$ cat src/rtl/combinational_logic.sv
// Programmable 3-input LUT with a registered copy and a saturating count of cycles with F high.
// Latency: F is combinational, 0 cycles; F_q and f_count follow F by one clock edge.
// Backpressure: none; the LUT accepts a write on every edge where lut_we is set.
module combinational_logic #(
    parameter logic [7:0] LUT_INIT = 8'b1001_0110,
    parameter int         CNT_W    = 16
) (
    input  logic             clk,
    input  logic             rst,
    input  logic             A,
    input  logic             B,
    input  logic             C,
    input  logic             lut_we,
    input  logic [7:0]       lut_wdata,
    input  logic             cnt_clr,
    output logic             F,
    output logic             F_q,
    output logic [7:0]       lut_rdata,
    output logic [CNT_W-1:0] f_count
);

    localparam logic [CNT_W-1:0] CNT_MAX = {CNT_W{1'b1}};
    localparam logic [CNT_W-1:0] CNT_ONE = {{(CNT_W-1){1'b0}}, 1'b1};

    logic [7:0] lut;
    logic [2:0] lut_idx;

    assign lut_idx   = {A, B, C};
    assign F         = lut[lut_idx];
    assign lut_rdata = lut;

    // F_q and the counter both sample the pre-edge F, so a same-edge write never affects them.
    always_ff @(posedge clk or posedge rst) begin
        if (rst) begin
            lut     <= LUT_INIT;
            F_q     <= 1'b0;
            f_count <= '0;
        end else begin
            if (lut_we) begin
                lut <= lut_wdata;
            end
            F_q <= F;
            if (cnt_clr) begin
                f_count <= '0;
            end else if (F && (f_count != CNT_MAX)) begin
                f_count <= f_count + CNT_ONE;
            end
        end
    end

endmodule

$ cat config.mk
export PLATFORM = sky130hd
export DESIGN_NAME = combinational_logic
export DESIGN_NICKNAME = d
export VERILOG_FILES = /design/src/rtl/combinational_logic.sv
export SDC_FILE = /design/constraint.sdc
export NUM_CORES = 1
export LEC_CHECK = 0
export ABC_CLOCK_PERIOD_IN_PS = 2100
export CORE_ASPECT_RATIO = 1.2
export CORE_UTILIZATION = 46
export DETAILED_ROUTE_END_ITERATION = 10
export GPL_TIMING_DRIVEN = 0
export PLACE_DENSITY = 0.78
export SETUP_SLACK_MARGIN = 0.1
export SLEW_MARGIN = 15
export SYNTH_ARGS = -nofsm -noshare
export SYNTH_HDL_FRONTEND = slang
export SYNTH_SLANG_ARGS = --single-unit
$ cat constraint.sdc
create_clock -name clk -period 2.1 [get_ports clk]
set_clock_uncertainty 0.1 [all_clocks]
set_input_delay 0.42 -clock clk [delete_from_list [all_inputs] [get_ports clk]]
set_output_delay 0.42 -clock clk [all_outputs]
set_load 0.005 [all_outputs]
==> metrics.md, run 1 <==
| Metric | Value |
|---|---|
| Status | `completed` |
| Seq cells post-synth | `25` |
| Ys Warns | `0` |
| Yosys top cell area share | `38.1%` |
| Layout area overhead | `44.5%` |
| Ys async rst share | `100%` |
| Leak | `0.820 nW` |
| EDFF count, synth | `0` |
| Worst slew margin | `39.4%` |
| Pwr dens | `483 nW/um^2` |
| Main synth FF type | `dfrtp_1` |
| Layout cell share with drive strength beyond 1 | `28.4%` |
| Clk_lat worst skew | `320 ps` |
| Wire per inst | `15.9 microns` |
| CTS buffer count | `3` |
| Multi-input gate area | `741 sq um` |
| Required @ worst endpoint | `2200 ps` |
| Port Buffers | `38` |
| Routability Congestion | `0.900` |
| Top cells by area, synth | `dfrtp_1 (38%), mux2_2 (9.0%), dfstp_2 (7.6%)` |
| Max_cap viols | `0` |
| CTS sink count | `25` |
| 1st-pass router iterations | `4` |
| RSZ-0062 raised after global routing | `yes` |
| Post-Syn Area | `1380 sq um` |
| H-tree depth | `1` |
| Dpl cells | `207` |
| Sequential cell area | `636 sq um` |
| Fill count | `208` |
| Die height | `62.0 microns` |
| Largest area contributor in the netlist | `dfrtp_1` |
| Drt initial violations | `59` |
| Most common cell in the netlist | `dfrtp_1` |
| Distinct cells, synth | `41` |
| Arrival time worst endpoint | `2150 ps` |
| Detailed Route WL | `3560 microns` |
| Max VDD drop | `397 uV` |
| Synth Instances | `135` |
| Row Count | `21` |
| Core ar. | `2810 sq um` |
| Final Max Tran Viols | `0` |
| Final Hold Violating Endpoints | `0` |
| GRT Util Overall | `22.0%` |
| DR vias | `1300` |
| Final hold slack | `451 ps` |
| CTS root buffer | `clkbuf_4` |
| Critical path class | `flop to flop` |
| Via-to-Cell Ratio | `5.80` |
| First-pass GRT wire length | `5190 microns` |
| Worst Slack Setup Final | `51.8 ps` |
| CTS max path bufs | `2` |
| CTS tree | `done` |
| CP Launch Type | `flop` |
| Die area | `3220 sq um` |
| Worst-path fanout max | `10` |
| Register area share after synthesis | `45.7%` |
| Max Freq | `0.488 GHz` |
| Final nets | `207` |
| Fin cells | `224` |
| Syn Area/Cell | `10.2 sq um` |
| Final setup vio count | `0` |
| Placement Setup Slack | `-458 ps` |
| ANT cells | `0` |
| GRT overflow | `0` |
| Tmin final | `2050 ps` |
| Clock transition at path regs | `120 ps` |
| Post-synth net total | `151` |
| Initial core utilization | `49.0%` |
| Hpwl dp | `2350 microns` |
| Critical Path End Type | `flop` |
| Antenna violations before repair | `0` |
| Worst hold path type | `flop to flop` |
| # DRC | `0` |
| Worst Max-Slew Pin Slew | `908 ps` |
| Post-synth top cells | `dfrtp_1 (21), mux2_2 (11), nor2_1 (11)` |
| Chip Width | `52.0 microns` |
| Vias in the first global route | `1175` |
| Largest net degree at the start of global routing | `26` |
| Final Cycle Share | `97.5%` |
| IO Count | `41` |
| Antenna Nets Post-Route | `0` |
-- metrics by stage --
stage | total power [mW] | util (%) | setup TNS, ps | instance area (sq um)
6_report | 0.962 | 70.9 | 0 | 1990
5_1_grt | 1.01 | 70.9 | -29.1 | 1990
4_1_cts | 0.965 | 67.8 | 0 | 1910
3_5_place_dp | 0.728 | 64.1 | -2220 | 1800
3_3_place_gp | 0.722 | 64.1 | -1860 | 1800
2_1_floorplan | 0.625 | - | 0 | 1380
-- final cells by class --
| cell class | instances | share of cell area, % |
|---|---|---|
| repair buffers | 51 | 24.4 |
| flip-flops and latches | 25 | 31.9 |
| plain buffers | 7 | 2.20 |
| well taps | 34 | 2.14 |
| multi-input cells | 100 | 37.2 |
| clock buffers | 4 | 1.32 |
| inverters | 3 | 0.817 |
-- critical path, stage by stage (launching register included) --
cell and delay (ps):
dfstp_2 550, mux2i_1 70, nand3b_1 90, nand4_1 210, buf_6 220, buf_2 190, o41ai_2 400, a21oi_1 110
-- power by group --
group,leakage [nW],internal (mW),switching [mW]
clock,0.0150,0.0744,0.133
combinational,0.489,0.127,0.0974
sequential,0.316,0.512,0.0183
-- routing by layer --
| layer | GRT usage, % | vias up | wire, microns |
|---|---|---|---|
| met5 | 0 | - | 0 |
| met4 | 8.11 | 0 | 109 |
| li1 | - | 611 | - |
| met1 | 24.7 | 615 | 1370 |
| met3 | 2.92 | 13 | 221 |
| met2 | 42.3 | 61 | 1860 |
-- kinds of logic after synthesis --
kind of cell | after synthesis | synth area share [%]
AND/OR/NAND/NOR | 61 | 26.5
flip-flops | 25 | 45.7
AO/OA/AOI/OAI | 22 | 10.3
multiplexers | 16 | 13.0
buffers and inverters | 10 | 3.54
adder cells (fa/ha/maj) | 1 | 0.907
-- worst paths after layout --
| check | cells after the start | slack, ps | to | start |
|---|---|---|---|---|
| worst min-delay path | 1 | 450 | f_count[14]$_DFFE_PP0P_ | f_count[14]$_DFFE_PP0P_ |
| max in group asynchronous | 2 | 800 | f_count[15]$_DFFE_PP0P_ | rst |
| worst max register to register | 7 | 50 | f_count[8]$_DFFE_PP0P_ | lut_rdata[4]$_DFFE_PP1P_ |
| worst max-delay path | 7 | 50 | f_count[8]$_DFFE_PP0P_ | lut_rdata[4]$_DFFE_PP1P_ |
| worst min register to register | 1 | 450 | f_count[14]$_DFFE_PP0P_ | f_count[14]$_DFFE_PP0P_ |
| min in group asynchronous | 2 | 480 | F_q$_DFF_PP0_ | rst |
-- layout by cell type, fill, tap and decap left out, drive strengths merged, types with 2 or more instances in the layout --
cell type      synthesis  final
a21oi                  8      8
a31oi                  2      2
buf                    3     17
clkbuf                 4      8
clkdlybuf4s50          0     31
dfrtp                 21     21
dfstp                  4      4
dlygate4sd2            0      2
dlymetal6s2s           0      4
inv                    2      2
mux2                  12     12
mux2i                  4      4
nand2                  7      7
nand3                  7      7
nand3b                 4      4
nand4                  6      6
nor2                  11     11
nor2b                  4      4
nor3                   4      4
nor4                   5      5
o21ai                  4      4
o31a                   2      2
or3                    5      5
or4                    2      2
-- flip-flops by register name, indices dropped and copies added (netlist names) --
name and flops:
F_q 1, lut_rdata 8, f_count 16
-- repair_timing --
action | in CTS | in global routing
hold buffers | 0 | 0
buffers inserted | 9 | 4
gates resized for setup | 12 | 13
pin swaps | 3 | 2
setup endpoints to repair | 5 | 14
Note: power is estimated with default switching activity, not from simulation.
==> inputs of run 2 (changes only) <==
--- a/config.mk
+++ b/config.mk
@@ -7,6 +7,7 @@
 export LEC_CHECK = 0
 export ABC_CLOCK_PERIOD_IN_PS = 2100
 export CORE_ASPECT_RATIO = 1.2
+export CORE_MARGIN = 2
 export CORE_UTILIZATION = 46
 export DETAILED_ROUTE_END_ITERATION = 10
 export GPL_TIMING_DRIVEN = 0
==> metrics.md, run 2 (synthesized netlist as in run 1, its figures left out) <==
| Metric | Value |
|---|---|
| Pwr dens | `492 nW/um^2 (+1.8%)` |
| CTS sink count | `25 (unchanged)` |
| Initial core utilization | `48.6% (-0.45 points)` |
| IO Count | `41 (unchanged)` |
| Placement Setup Slack | `-444 ps (+14.2 ps)` |
| Arrival time worst endpoint | `2100 ps (-50 ps)` |
| Clock share of power | `21.9% (+0.3 points)` |
| CTS root buffer | `clkbuf_4` |
| GRT Util Overall | `21.5% (-0.51 points)` |
| Worst Slack Setup Final | `114 ps (+62.6 ps)` |
| RSZ-0062 raised after global routing | `yes` |
| Core ar. | `2840 sq um (+0.93%)` |
| Final Cycle Share | `94.6% (-3.0 points)` |
| Max VDD drop | `396 uV (-0.19%)` |
| Sw Ratio | `26.2% (+0.39 points)` |
| Hpwl dp | `2370 microns (+0.66%)` |
| Tmin final | `1990 ps (-62.6 ps)` |
| Seq pwr share | `55.1% (about the same)` |
| # hold bufs at CTS | `0 (unchanged)` |
| DP Area | `1800 sq um (unchanged)` |
| Clock transition at path regs | `130 ps (about the same)` |
| Vias in the first global route | `1297 (+10%)` |
| H-tree depth | `1 (unchanged)` |
| Worst slew margin | `40.0% (+0.67 points)` |
| Detailed Route WL | `3490 microns (-2.1%)` |
| Clk_lat worst skew | `310 ps (about the same)` |
| Final Instance Area | `1960 sq um (-1.4%)` |
| Max Freq | `0.504 GHz (+3.2%)` |
| Leading cell types in the layout, fill and taps excluded | `clkdlybuf4s50_1 (33), dfrtp_1 (19), nor2_1 (11), mux2_2 (11), buf_4 (11)` |
| Chip Width | `54.0 microns (+3.8%)` |
| Max FFs per register | `16 (unchanged)` |
| Die height | `64.0 microns (+3.2%)` |
| Worst path max stage delay | `460 ps (-90 ps)` |
| Worst-path fanout max | `10 (unchanged)` |
| 1st-pass router iterations | `4 (unchanged)` |
| DR vias | `1296 (-0.31%)` |
| GRT overflow | `0 (unchanged)` |
| Drt initial violations | `53 (-10%)` |
| Layout cell share with drive strength beyond 1 | `26.6% (-1.8 points)` |
| Status | `completed` |
| Die area | `3450 sq um (+7.2%)` |
| Critical-path top delay cell | `dfrtp_1` |
| Critical path class | `flop to flop` |
| CP Launch Type | `flop` |
| Combinational share of power | `23.0% (-0.4 points)` |
| # DRC | `0 (unchanged)` |
| First-pass GRT wire length | `5600 microns (+7.8%)` |
| Routability Congestion | `0.944 (+4.9%)` |
| Final setup vio count | `0 (unchanged)` |
| Worst hold path type | `flop to flop` |
| Max_cap viols | `0 (unchanged)` |
| Util after Layout | `69.2% (-1.6 points)` |
| Antenna Nets Post-Route | `0 (unchanged)` |
| Net Sw Power | `0.254 mW (+1.9%)` |
| Layout area overhead | `42.5%` |
| ANT cells | `0 (unchanged)` |
| Critical Path End Type | `flop` |
| Total power draw | `0.966 mW (+0.38%)` |
| Via-to-Cell Ratio | `5.84 (+0.59%)` |
| Final nets | `205 (-0.97%)` |
| Row Count | `21 (unchanged)` |
| Antenna violations before repair | `0 (unchanged)` |
| Worst-path cell chain | `ha_4 > nand4_1 > or4_4 > buf_6 > and4_4 > mux2_4` |
| Required @ worst endpoint | `2220 ps (+20 ps)` |
| Setup_tns | `0 ps (unchanged)` |
| Leak | `0.794 nW (-3.2%)` |
| Largest net degree at the start of global routing | `26 (unchanged)` |
| Port Buffers | `38 (unchanged)` |
| Internal | `0.713 mW (-0.14%)` |
| Final Max Tran Viols | `0 (unchanged)` |
| CTS buffer count | `3 (unchanged)` |
| Commonest non-fill, non-tap cell in the layout | `clkdlybuf4s50_1` |
| Final Hold Violating Endpoints | `0 (unchanged)` |
| CTS tree | `done` |
| CTS max path bufs | `2 (unchanged)` |
| Top reg by flops | `f_count` |
| Worst Max-Slew Pin Slew | `898 ps (-9.99 ps)` |
| Wire per inst | `15.7 microns (-1.2%)` |
[run 2: final timing paths]
check / startpoint / to / slack, ps / cells after the start
setup / recovery: f_count[1]$_DFFE_PP0P_ / f_count[4]$_DFFE_PP0P_ / 110 / 6
max in group asynchronous: rst / f_count[7]$_DFFE_PP0P_ / 800 / 2
min in group asynchronous: rst / F_q$_DFF_PP0_ / 480 / 2
hold reg to reg: f_count[14]$_DFFE_PP0P_ / f_count[14]$_DFFE_PP0P_ / 430 / 1
hold / removal: f_count[14]$_DFFE_PP0P_ / f_count[14]$_DFFE_PP0P_ / 430 / 1
setup reg to reg: f_count[1]$_DFFE_PP0P_ / f_count[4]$_DFFE_PP0P_ / 110 / 6
[run 2: what timing repair did]
action	4_1_cts	5_1_grt
setup buffers	6	5
pin swaps	3	1
gates resized for setup	11	9
endpoints found under the hold margin	0	0
setup endpoints to repair	6	12
[run 2: critical path, delay by kind of cell (launching register included)]
family | cells | cell delay (ps)
buffers and inverters | 1 | 160
multiplexers | 1 | 280
flip-flops | 1 | 460
adder cells (fa/ha/maj) | 1 | 190
AND/OR/NAND/NOR | 3 | 710
[run 2: per-stage QoR]
| step | hold WS [ps] | cells |
|---|---|---|
| floorplan | 344 | 135 |
| global route | 462 | 222 |
| finish | 434 | 222 |
| global placement | 409 | 207 |
| CTS | 435 | 217 |
| detailed placement | 411 | 207 |
[run 2: area by class of cell]
| class | count | area (sq um) |
|---|---|---|
| Timing Repair Buffer | 49 | 467 |
| Sequential cell | 25 | 633 |
| Buffer | 7 | 43.8 |
| Inverter | 3 | 12.5 |
| Tap cell | 34 | 42.5 |
| Clock buffer | 4 | 26.3 |
| Multi-Input combinational cell | 100 | 739 |
| Fill cell | 233 | 873 |
[run 2: power by group through the flow]
| stage | clock [mW] | combinational, mW | sequential, mW |
|---|---|---|---|
| after floorplan | 0 | 0.0840 | 0.541 |
| after global placement | 0 | 0.183 | 0.538 |
| after detailed placement | 0 | 0.188 | 0.540 |
| after CTS | 0.220 | 0.207 | 0.528 |
| after global routing | 0.245 | 0.240 | 0.534 |
| final | 0.211 | 0.223 | 0.532 |
[run 2: per-layer routing]
metal	track usage (%)	vias to the layer above	routed length (microns)
met5	0	-	0
met4	6.56	0	57
met3	4.21	7	229
met2	38.9	52	1830
met1	24.6	625	1370
li1	-	612	-
==> inputs of run 3 (changes only) <==
--- a/config.mk
+++ b/config.mk
@@ -5,7 +5,7 @@
 export SDC_FILE = /design/constraint.sdc
 export NUM_CORES = 1
 export LEC_CHECK = 0
-export ABC_CLOCK_PERIOD_IN_PS = 2100
+export ABC_CLOCK_PERIOD_IN_PS = 1900
 export CORE_ASPECT_RATIO = 1.2
 export CORE_MARGIN = 2
 export CORE_UTILIZATION = 46
==> constraint.sdc (replaced) <==
create_clock -name clk -period 1.9 [get_ports clk]
set_clock_uncertainty 0.1 [all_clocks]
set_input_delay 0.38 -clock clk [delete_from_list [all_inputs] [get_ports clk]]
set_output_delay 0.38 -clock clk [all_outputs]
set_load 0.005 [all_outputs]
==> metrics.md, run 3 (synthesized netlist as in run 1, its figures left out) <==
| Metric | Value |
|---|---|
| Leading cell types in the layout, fill and taps excluded | `clkdlybuf4s50_1 (23), buf_4 (18), dfrtp_1 (16)` |
| Max Freq | `0.490 GHz (-2.7%)` |
| Largest net degree at the start of global routing | `26 (unchanged)` |
| Largest delay contributor family on the critical path | `simple AND/OR/NAND/NOR gates` |
| Via-to-Cell Ratio | `6.32 (+8.2%)` |
| Layout area overhead | `65.0%` |
| Wire per inst | `20.3 microns (+29%)` |
| CTS buffer count | `3 (unchanged)` |
| Worst Max-Slew Pin Slew | `937 ps (+38.8 ps)` |
| Critical path class | `flop to flop` |
| CP bufs+invs | `0 (-1)` |
| Top reg by flops | `f_count` |
| Worst hold path type | `primary input to async pin` |
| GRT Util Overall | `26.1% (+4.5 points)` |
| Pwr dens | `493 nW/um^2 (+0.20%)` |
| CTS tree | `done` |
| Initial core utilization | `48.6% (unchanged)` |
| Critical Path End Type | `flop` |
| CTS root buffer | `clkbuf_4` |
| Routability Congestion | `0.882 (-6.6%)` |
| Critical-path top delay cell | `dfrtp_1` |
| Commonest non-fill, non-tap cell in the layout | `clkdlybuf4s50_1` |
| Worst slew margin | `37.5% (-2.6 points)` |
| Max VDD drop | `466 uV (+18%)` |
| Worst Slack Setup Final | `-141 ps (-256 ps)` |
| First-pass GRT wire length | `6640 microns (+19%)` |
| Worst-path cell chain | `nand2_1 > nor2_1 > nand4_1 > nor4_2 > mux2_2` |
| Sequential cell area | `637 sq um (+0.59%)` |
| Worst-path fanout max | `5 (-5)` |
| Antenna Nets Post-Route | `0 (unchanged)` |
| Required @ worst endpoint | `2020 ps (-200 ps)` |
| Core ar. | `2840 sq um (unchanged)` |
| # hold bufs at CTS | `0 (unchanged)` |
| Worst path max stage delay | `430 ps (-30 ps)` |
| CTS sink count | `25 (unchanged)` |
| Die area | `3450 sq um (unchanged)` |
| CP Launch Type | `flop` |
| Chip Width | `54.0 microns (unchanged)` |
| Port Buffers | `38 (unchanged)` |
| Status | `finished with violations` |
| Drt initial violations | `89 (+68%)` |
| H-tree depth | `1 (unchanged)` |
| Max FFs per register | `16 (unchanged)` |
| Failing checks | `setup timing` |
| DR vias | `1504 (+16%)` |
| Final Cycle Share | `107% (+13 points)` |
| Vias in the first global route | `1488 (+15%)` |
| Detailed Route WL | `4830 microns (+38%)` |
| 1st-pass router iterations | `5 (+1)` |
| Arrival time worst endpoint | `2160 ps (+60 ps)` |
| IO Count | `41 (unchanged)` |
| Final setup vio count | `12 (+12)` |
| Clk_lat worst skew | `310 ps (about the same)` |
| Clock transition at path regs | `130 ps (about the same)` |
| Die height | `64.0 microns (unchanged)` |
| Row Count | `21 (unchanged)` |
| Antenna violations before repair | `0 (unchanged)` |
| RSZ-0062 raised after global routing | `yes` |
| Final nets | `221 (+7.8%)` |
| CTS max path bufs | `2 (unchanged)` |
| ANT cells | `0 (unchanged)` |
| Tmin final | `2040 ps (+55.7 ps)` |
| Fin cells | `238 (+7.2%)` |
| Leak | `0.996 nW (+26%)` |
| Final Hold Violating Endpoints | `0 (unchanged)` |
| Multi-input gate area | `886 sq um (+20%)` |
| Placement Setup Slack | `-634 ps (-190 ps)` |
| GRT overflow | `0 (unchanged)` |
| Hpwl dp | `2500 microns (+5.6%)` |
| Dpl cells | `207 (unchanged)` |
| # DRC | `0 (unchanged)` |
| Layout cell share with drive strength beyond 1 | `41.7% (+15 points)` |
| Max_cap viols | `0 (unchanged)` |
| Util after Layout | `80.2% (+11 points)` |
| Fill count | `161 (-31%)` |
| Final Max Tran Viols | `0 (unchanged)` |
==> run 3: layer usage <==
metal  track usage [%]  up-vias  wire length (microns)
met3              3.04       29                    421
met4              9.69        0                    255
met5                 0        -                      0
met1              28.9      723                   1690
met2              48.3      108                   2470
li1                  -      644                      -
==> run 3: final timing paths <==
check	from	endpoint	slack (ps)	depth (start not counted)
worst max-delay path	f_count[3]$_DFFE_PP0P_	f_count[10]$_DFFE_PP0P_	-140	5
min in group clk	lut_rdata[5]$_DFFE_PP0P_	lut_rdata[5]$_DFFE_PP0P_	460	1
worst max register to register	f_count[3]$_DFFE_PP0P_	f_count[10]$_DFFE_PP0P_	-140	5
worst min-delay path	rst	f_count[3]$_DFFE_PP0P_	460	2
max in group asynchronous	rst	f_count[11]$_DFFE_PP0P_	610	2
worst min register to register	lut_rdata[5]$_DFFE_PP0P_	lut_rdata[5]$_DFFE_PP0P_	460	1
==> run 3: layout make-up <==
type / count / area share (%)
Inverter: 3 / 0.715
Buffer: 7 / 2.26
Timing Repair Buffer: 65 / 27.1
Sequential cell: 25 / 28.0
Tap cell: 34 / 1.87
Multi-Input combinational cell: 100 / 38.9
Clock buffer: 4 / 1.16
==> run 3: power by group <==
part | switching [mW] | internal (mW) | leakage, nW
Clock | 0.152 | 0.0821 | 0.0150
Combinational | 0.137 | 0.161 | 0.667
Sequential | 0.0229 | 0.566 | 0.314
==> run 3: stage by stage <==
| step | TNS (ps) | hold slack (ps) | cell area [sq um] | power (mW) |
|---|---|---|---|---|
| 2_1_floorplan | -47.7 | 304 | 1400 | 0.697 |
| 5_1_grt | -1620 | 476 | 2270 | 1.18 |
| 3_3_place_gp | -3940 | 415 | 1820 | 0.805 |
| 3_5_place_dp | -4780 | 432 | 1820 | 0.815 |
| 6_report | -750 | 457 | 2270 | 1.12 |
| 4_1_cts | -159 | 452 | 2130 | 1.10 |
==> run 3: repair_timing <==
action,CTS,global route
buffers inserted,22,6
pin swaps,18,7
resized for setup,44,28
endpoints found under the setup margin,23,22
hold endpoints to repair,0,0
